[src/rtl/hpdcache_req_arbiter.sv]
// hpdcache_req_arbiter
// Round-robin arbiter merging N_REQ core-side request streams into a single
// registered request stream toward the cache controller. One output register
// slot; a new request may replace the slot in the same cycle it drains, so
// sustained throughput is one request per cycle.

package hpdcache_params_pkg;
    localparam int unsigned PARAM_REQ_SRC_ID_WIDTH = 3;
endpackage : hpdcache_params_pkg

module hpdcache_req_arbiter #(
    parameter int unsigned N_REQ         = 4,
    parameter int unsigned PAYLOAD_WIDTH = 128,
    parameter int unsigned SRC_ID_WIDTH  = hpdcache_params_pkg::PARAM_REQ_SRC_ID_WIDTH
) (
    input  logic                             clk_i,
    input  logic                             rst_i,

    input  logic [N_REQ-1:0]                 req_valid_i,
    output logic [N_REQ-1:0]                 req_ready_o,
    input  logic [N_REQ*PAYLOAD_WIDTH-1:0]   req_payload_i,

    output logic                             out_valid_o,
    input  logic                             out_ready_i,
    output logic [PAYLOAD_WIDTH-1:0]         out_payload_o,
    output logic [SRC_ID_WIDTH-1:0]          out_src_id_o
);

    localparam int unsigned PTR_W = $clog2(N_REQ);

    // Elaboration-time parameter sanity checks.
    if (N_REQ < 2 || N_REQ > 8) begin : g_bad_n_req
        $error("hpdcache_req_arbiter: N_REQ must be within 2..8");
    end
    if (N_REQ > (2 ** SRC_ID_WIDTH)) begin : g_bad_src_id_width
        $error("hpdcache_req_arbiter: SRC_ID_WIDTH too narrow for N_REQ");
    end

    // Registered state
    logic                       out_valid_q,   out_valid_d;
    logic [PAYLOAD_WIDTH-1:0]   out_payload_q, out_payload_d;
    logic [SRC_ID_WIDTH-1:0]    out_src_id_q,  out_src_id_d;
    logic [PTR_W-1:0]           rr_ptr_q,      rr_ptr_d;

    // Arbitration signals
    logic [N_REQ-1:0]           hi_mask;
    logic [N_REQ-1:0]           req_hi;
    logic [N_REQ-1:0]           pick;
    logic [N_REQ-1:0]           grant_oh;
    logic [PTR_W-1:0]           grant_idx;
    logic [PAYLOAD_WIDTH-1:0]   grant_payload;
    logic                       slot_free;
    logic                       accept;
    logic [N_REQ-1:0]           req_ready;

    // The output slot can take a new request when it is empty or draining now.
    assign slot_free = !out_valid_q || out_ready_i;

    // Round-robin pick: lowest valid index at or above rr_ptr, otherwise the
    // lowest valid index overall (wrap-around). Depends only on valids.
    always_comb begin
        hi_mask   = '0;
        grant_oh  = '0;
        grant_idx = '0;
        for (int k = 0; k < int'(N_REQ); k++) begin
            hi_mask[k] = (PTR_W'(k) >= rr_ptr_q);
        end
        req_hi = req_valid_i & hi_mask;
        pick   = (|req_hi) ? req_hi : req_valid_i;
        for (int k = int'(N_REQ) - 1; k >= 0; k--) begin
            if (pick[k]) begin
                grant_oh    = '0;
                grant_oh[k] = 1'b1;
                grant_idx   = PTR_W'(k);
            end
        end
    end

    // Payload mux for the granted requester; kept off the ready path.
    always_comb begin
        grant_payload = '0;
        for (int k = 0; k < int'(N_REQ); k++) begin
            if (grant_oh[k]) begin
                grant_payload = req_payload_i[k*PAYLOAD_WIDTH +: PAYLOAD_WIDTH];
            end
        end
    end

    // Ready is the grant, gated by slot availability; silent during reset.
    always_comb begin
        req_ready = (slot_free && !rst_i) ? grant_oh : '0;
        accept    = |req_ready;
    end

    // Next-state for the output slot and the round-robin pointer.
    always_comb begin
        out_valid_d   = out_valid_q;
        out_payload_d = out_payload_q;
        out_src_id_d  = out_src_id_q;
        rr_ptr_d      = rr_ptr_q;
        if (accept) begin
            // Covers both an empty slot and replace-on-drain (no bubble).
            out_valid_d   = 1'b1;
            out_payload_d = grant_payload;
            out_src_id_d  = SRC_ID_WIDTH'(grant_idx);
            rr_ptr_d      = (grant_idx == PTR_W'(N_REQ - 1)) ? '0 : grant_idx + PTR_W'(1);
        end else if (out_valid_q && out_ready_i) begin
            out_valid_d = 1'b0;
        end
    end

    // State registers with synchronous reset; a pending output is discarded.
    always_ff @(posedge clk_i) begin
        if (rst_i) begin
            out_valid_q   <= 1'b0;
            out_payload_q <= '0;
            out_src_id_q  <= '0;
            rr_ptr_q      <= '0;
        end else begin
            out_valid_q   <= out_valid_d;
            out_payload_q <= out_payload_d;
            out_src_id_q  <= out_src_id_d;
            rr_ptr_q      <= rr_ptr_d;
        end
    end

    assign req_ready_o   = req_ready;
    assign out_valid_o   = out_valid_q;
    assign out_payload_o = out_payload_q;
    assign out_src_id_o  = out_src_id_q;

endmodule : hpdcache_req_arbiter

[config.mk]
export PLATFORM = sky130hd
export DESIGN_NAME = hpdcache_req_arbiter
export DESIGN_NICKNAME = d
export VERILOG_FILES = /design/src/rtl/hpdcache_req_arbiter.sv
export SDC_FILE = /design/constraint.sdc
export NUM_CORES = 1
export LEC_CHECK = 0
export ABC_AREA = 0
export CORE_AREA = 2 2 257 259
export DETAILED_ROUTE_END_ITERATION = 10
export DIE_AREA = 0 0 259 261
export GPL_TIMING_DRIVEN = 1
export HOLD_SLACK_MARGIN = 0.06
export PLACE_DENSITY = 0.47
export SYNTH_ARGS = -nofsm -noshare
export SYNTH_HDL_FRONTEND = slang
export SYNTH_SLANG_ARGS = --single-unit
export TNS_END_PERCENT = 5
[constraint.sdc]
create_clock -name clk_i -period 2 [get_ports clk_i]
set_clock_uncertainty 0.2 [all_clocks]
set_input_delay 0.2 -clock clk_i [delete_from_list [all_inputs] [get_ports clk_i]]
set_output_delay 0.2 -clock clk_i [all_outputs]
set_load 0.03 [all_outputs]
### Yosys cells after proc, flatten, opt, wreduce, memory -nomap -nowiden

Cells that the tools add are included.

* flip-flop bits (word level): 133
* bits of input ports: 519
* output and inout bits: 136
* logic and storage cells: 36

* $add $sub $neg: 1
* magnitude comparators: 4
* equal/unequal tests: 1
* muxes and demuxes: 17
* bitwise gates (word level): 1
* reductions and logical operators: 8

Operators by type and width (count)
* $mux 128: 4
* $mux 4: 6
* $mux 2: 5
* $reduce_or 4->1: 2
* $and 4x4->4: 1
* $ge 1x2->1 const A: 2
* $ge 2x2->1 const A: 2
* $add 2x1->2 const B: 1
* $eq 2x2->1 const B: 1
* $logic_and 1x1->1: 2
* $logic_not 1->1: 2
* $mux 1: 2
* $reduce_bool 2->1: 1
* $logic_or 1x1->1: 1

### Logic depth before layout (Yosys ltp)

* word-level depth: 12
* gate-level depth with buffers: 9
* mapped depth without buffers: 5

### Worst setup path before layout

Ideal clock, no wire load.

* kind: register to output
* start point: reg rr_ptr_q[0]
* end point: out req_ready_o[0]
* arrival: 1.800 ns
* data required time: 1.600 ns
* path slack: -0.200 ns
* cell stages (with the launch flop): 7
* path buffers: 2
* path through: dfxtp_1 and2b_1 nor2_1 o311a_1 buf_2 clkbuf_1 nor2b_1

* word-level cells in the longest chain between the ends: 8
* elaborated cells between the ends (all ways): 11
* classes of those cells: order compare (4); mux (5); bitwise (1); reduce/logical (1)

RTL lines
* start, declared: RTL line 43 `logic [PTR_W-1:0] rr_ptr_q, rr_ptr_d;`
* start signal, assigned: RTL line 123 `rr_ptr_q <= rr_ptr_d;`
* $ge 1x2->1 / $ge 2x2->1 (equally long branches): RTL line 66 `hi_mask[k] = (PTR_W'(k) >= rr_ptr_q);`
* $and 4x4->4 *: RTL line 68 `req_hi = req_valid_i & hi_mask;`
* $reduce_or 4->1: RTL line 69 `pick = (|req_hi) ? req_hi : req_valid_i;`
* $mux 4 *: RTL line 69
* $mux 4 (2 in a row): RTL line 71 `if (pick[k]) begin`
* $mux 4 *: RTL line 71
* $mux 4 *: RTL line 91 `req_ready = (slot_free && !rst_i) ? grant_oh : '0;`
* end, declared: RTL line 20 `output logic [N_REQ-1:0] req_ready_o,`

Every way passes the cells marked *; elsewhere a longest branch is shown, timed or not.

### Worst setup path after layout

* start point: reg rr_ptr_q[1]
* end point: reg out_payload_q[24], in the netlist out_payload_o[24]

* word-level cells in the longest chain between the ends: 11
* elaborated cells between the ends (all ways): 17
* classes of those cells: order compare (4); mux (10); bitwise (1); reduce/logical (2)

RTL lines
* $ge 1x2->1 / $ge 2x2->1 (equally long branches): RTL line 66
* $and 4x4->4 *: RTL line 68
* $reduce_or 4->1: RTL line 69
* $mux 4 *: RTL line 69
* $mux 4 (2 in a row): RTL line 71
* $mux 4 *: RTL line 71
* $mux 128 (4 in a row): RTL line 83 `if (grant_oh[k]) begin`
* end signal, assigned: RTL line 121 `out_payload_q <= out_payload_d;`
* end, declared: RTL line 41 `logic [PAYLOAD_WIDTH-1:0] out_payload_q, out_payload_d;`

Marks and branches as above.
A chain may end at the register's enable or synchronous reset.

==> results.toml <==
[timing]
fin_crit_ps = 2180
fin_ws_ps = -181
setup_tns_ps = -9880
setup_viol = 117
hold_viol = 0
fmax_mhz = 459
rsz0062_at_grt = "true"
tightest_slew_ps = 513
timing.slew.headroom_pct = 65.8
final.period_utilization_pct = 109
slew_viol_final = 0

[routing]
wl_per_cell_um = 22.6
route.detailed.drc = 0
via_count = 11100
wl_um = 55900
vias_per_cell = 4.48
ant_nets = 0
dr.pass1.iters = 5
drt-initial-drc-count = 530

[layout]
final_core_util_pct = 27.8
syn_to_final_growth_pct = 120
final_nets = 2112
final_cell_mix = "clkdlybuf4s50_1, dfxtp_1, nor2_1, nand2_1, buf_4"
layout_commonest_cell = "clkdlybuf4s50_1"
post_route_cells_drive_above_1_share_pct = 19.9
layout.cells.non_filler = 2471
fillers = 6889

[clock_tree]
clk_path_buf_depth = 2
cts_root_buf = "clkbuf_16"
clk_pin_slew_ps = 70
htree_levels = 4
cts_sinks = 133
cts_tree = "built"
insertion_delay_ps = 460
cts_buffers = 17

[grt]
gr-usage-all-layers_pct = 15.5
overflow = 0
grt_pass1_wl_um = 77800
grt_antenna_before_repair = 3
grt_max_degree = 64
grt_pass1_vias = 12000

[place]
dp_hpwl_um = 39900
portBuffers = 653
dp.cells = 2424
gp_congestion = 0.890

[power_and_ir_drop]
p_leak_nw = 6.39
ir_drop_mv = 0.625
p_total_mw = 12.1
powerDensity_mw_per_mm2 = 671

[floorplanning]
start_util_pct = 12.6
core_area_sq_mm = 0.0650
fp.dieH_um = 261
fp-row-count = 94
dieArea_sq_mm = 0.0676
pin_count = 655
die_width_um = 259

[setup_path]
crit_type = "reg2reg"
cp.arrival_ps = 2300
crit_required_ps = 2120
cp_max_fo = 38
startpoint_type = "flip-flop"
critPathLaunch = "rr_ptr_q[1]"
end_kind = "flip-flop"
r2r_start = "rr_ptr_q[1]"

[flow_run]
maxCapViolations = 0

[synthesis]
synth_cell_type_count = 36
ys_warn_count = 0
syn_nets = 1432
ys_ff_latch = 133
synth-main-ff-cell = "dfxtp_1"
avgSynthCellArea_sq_um = 8.99
yosysTopAreaCell = "dfxtp_1"
netlist_top_cells_area = "dfxtp_1, a221oi_1, o2bb2ai_1"
synth-seq-area-share_pct = 32.4
synthArstFlopShare_pct = 0
syn_area_sq_mm = 0.00821
synth_top_area_share_pct = 32.4
synth_edf_count = 0
netlist_instances = 913

[run_status]
failed_checks = "negative setup slack"
outcome = "finished, violations left"

[worst_hold_path]
holdCritStartpoint = "req_valid_i[1]"
hold_path.class = "in2reg"
==> registers in the layout (all words and copies together), names as in the netlist <==
register / count
out_valid_o: 1
out_src_id_o: 2
out_payload_o: 128
rr_ptr_q: 2
==> worst max-delay path: stages, from the launching register on <==
cell	delay, ps
dfxtp_4	370
buf_6	130
inv_2	50
nor2_2	40
o311a_4	390
buf_12	180
buf_12	200
a221oi_1	280
o32ai_1	120
==> per-stage QoR <==
stage               worst slack, ps  hold WS, ps  instance area (sq um)
detailed placement             -736          247                  16600
CTS                            -205         94.5                  17600
global route                   -230          113                  18100
floorplan                     -71.3          174                   8220
global placement               -713          244                  16600
finish                         -181         88.8                  18100
==> layer usage <==
metal | routed length (um) | GRT usage (%) | vias up | share of wire, %
li1 | - | - | 5086 | -
met1 | 22400 | 17.5 | 5396 | 40
met2 | 28300 | 27.7 | 521 | 51
met3 | 3730 | 4.00 | 76 | 6.7
met4 | 1400 | 5.94 | 2 | 2.5
met5 | 13 | 0 | - | 0.023
==> logic make-up after synthesis <==
| group | Yosys count | share of synthesized area (%) |
|---|---|---|
| AO/OA/AOI/OAI | 446 | 50.2 |
| AND/OR/NAND/NOR | 205 | 10.1 |
| flip-flops | 133 | 32.4 |
| buffers and inverters | 128 | 7.21 |
| other | 1 | 0.0457 |
==> power by group <==
part           switching [mW]  internal (mW)  total [mW]
clock                    1.43           2.02        3.45
combinational            2.66           2.78        5.43
sequential              0.229           3.00        3.23
==> cells in the mapped netlist (all sizes together), types with 3 or more instances <==
cell type	number
buf	55
a21oi	6
dfxtp	133
inv	3
a2bb2oi	86
o21ai	49
o32ai	86
nand2	90
clkbuf	70
nand2b	6
o2bb2ai	84
a221oi	129
nor2	98
nor2b	4
==> layout make-up <==
cell class / count / area (sq um) / share of cell area (%)
multi-input combinational: 652 / 5580 / 30.9
inverter: 3 / 11.3 / 0.0624
clock inverter: 12 / 155 / 0.859
clock buffer: 19 / 453 / 2.51
antenna: 2 / 5.00 / 0.0277
tap: 864 / 1080 / 5.99
sequential: 133 / 2670 / 14.8
timing repair buffer: 786 / 8100 / 44.9
==> what timing repair did <==
action	in CTS	in global routing
endpoints found under the setup margin	148	135
pin swaps	10	4
hold buffers	1	0
gates cloned	2	3
setup buffers	8	0
endpoints found under the hold margin	27	0
resized for setup	84	62
==> worst paths after layout <==
kind | to | slack [ps] | cells after the start
setup reg to reg | out_payload_o[24] | -180 | 8
hold reg to reg | out_payload_o[66] | 260 | 1
setup / recovery | out_payload_o[24] | -180 | 8
hold / removal | out_src_id_o[0] | 90 | 5
No activity file was read; power rests on OpenSTA's default activity.
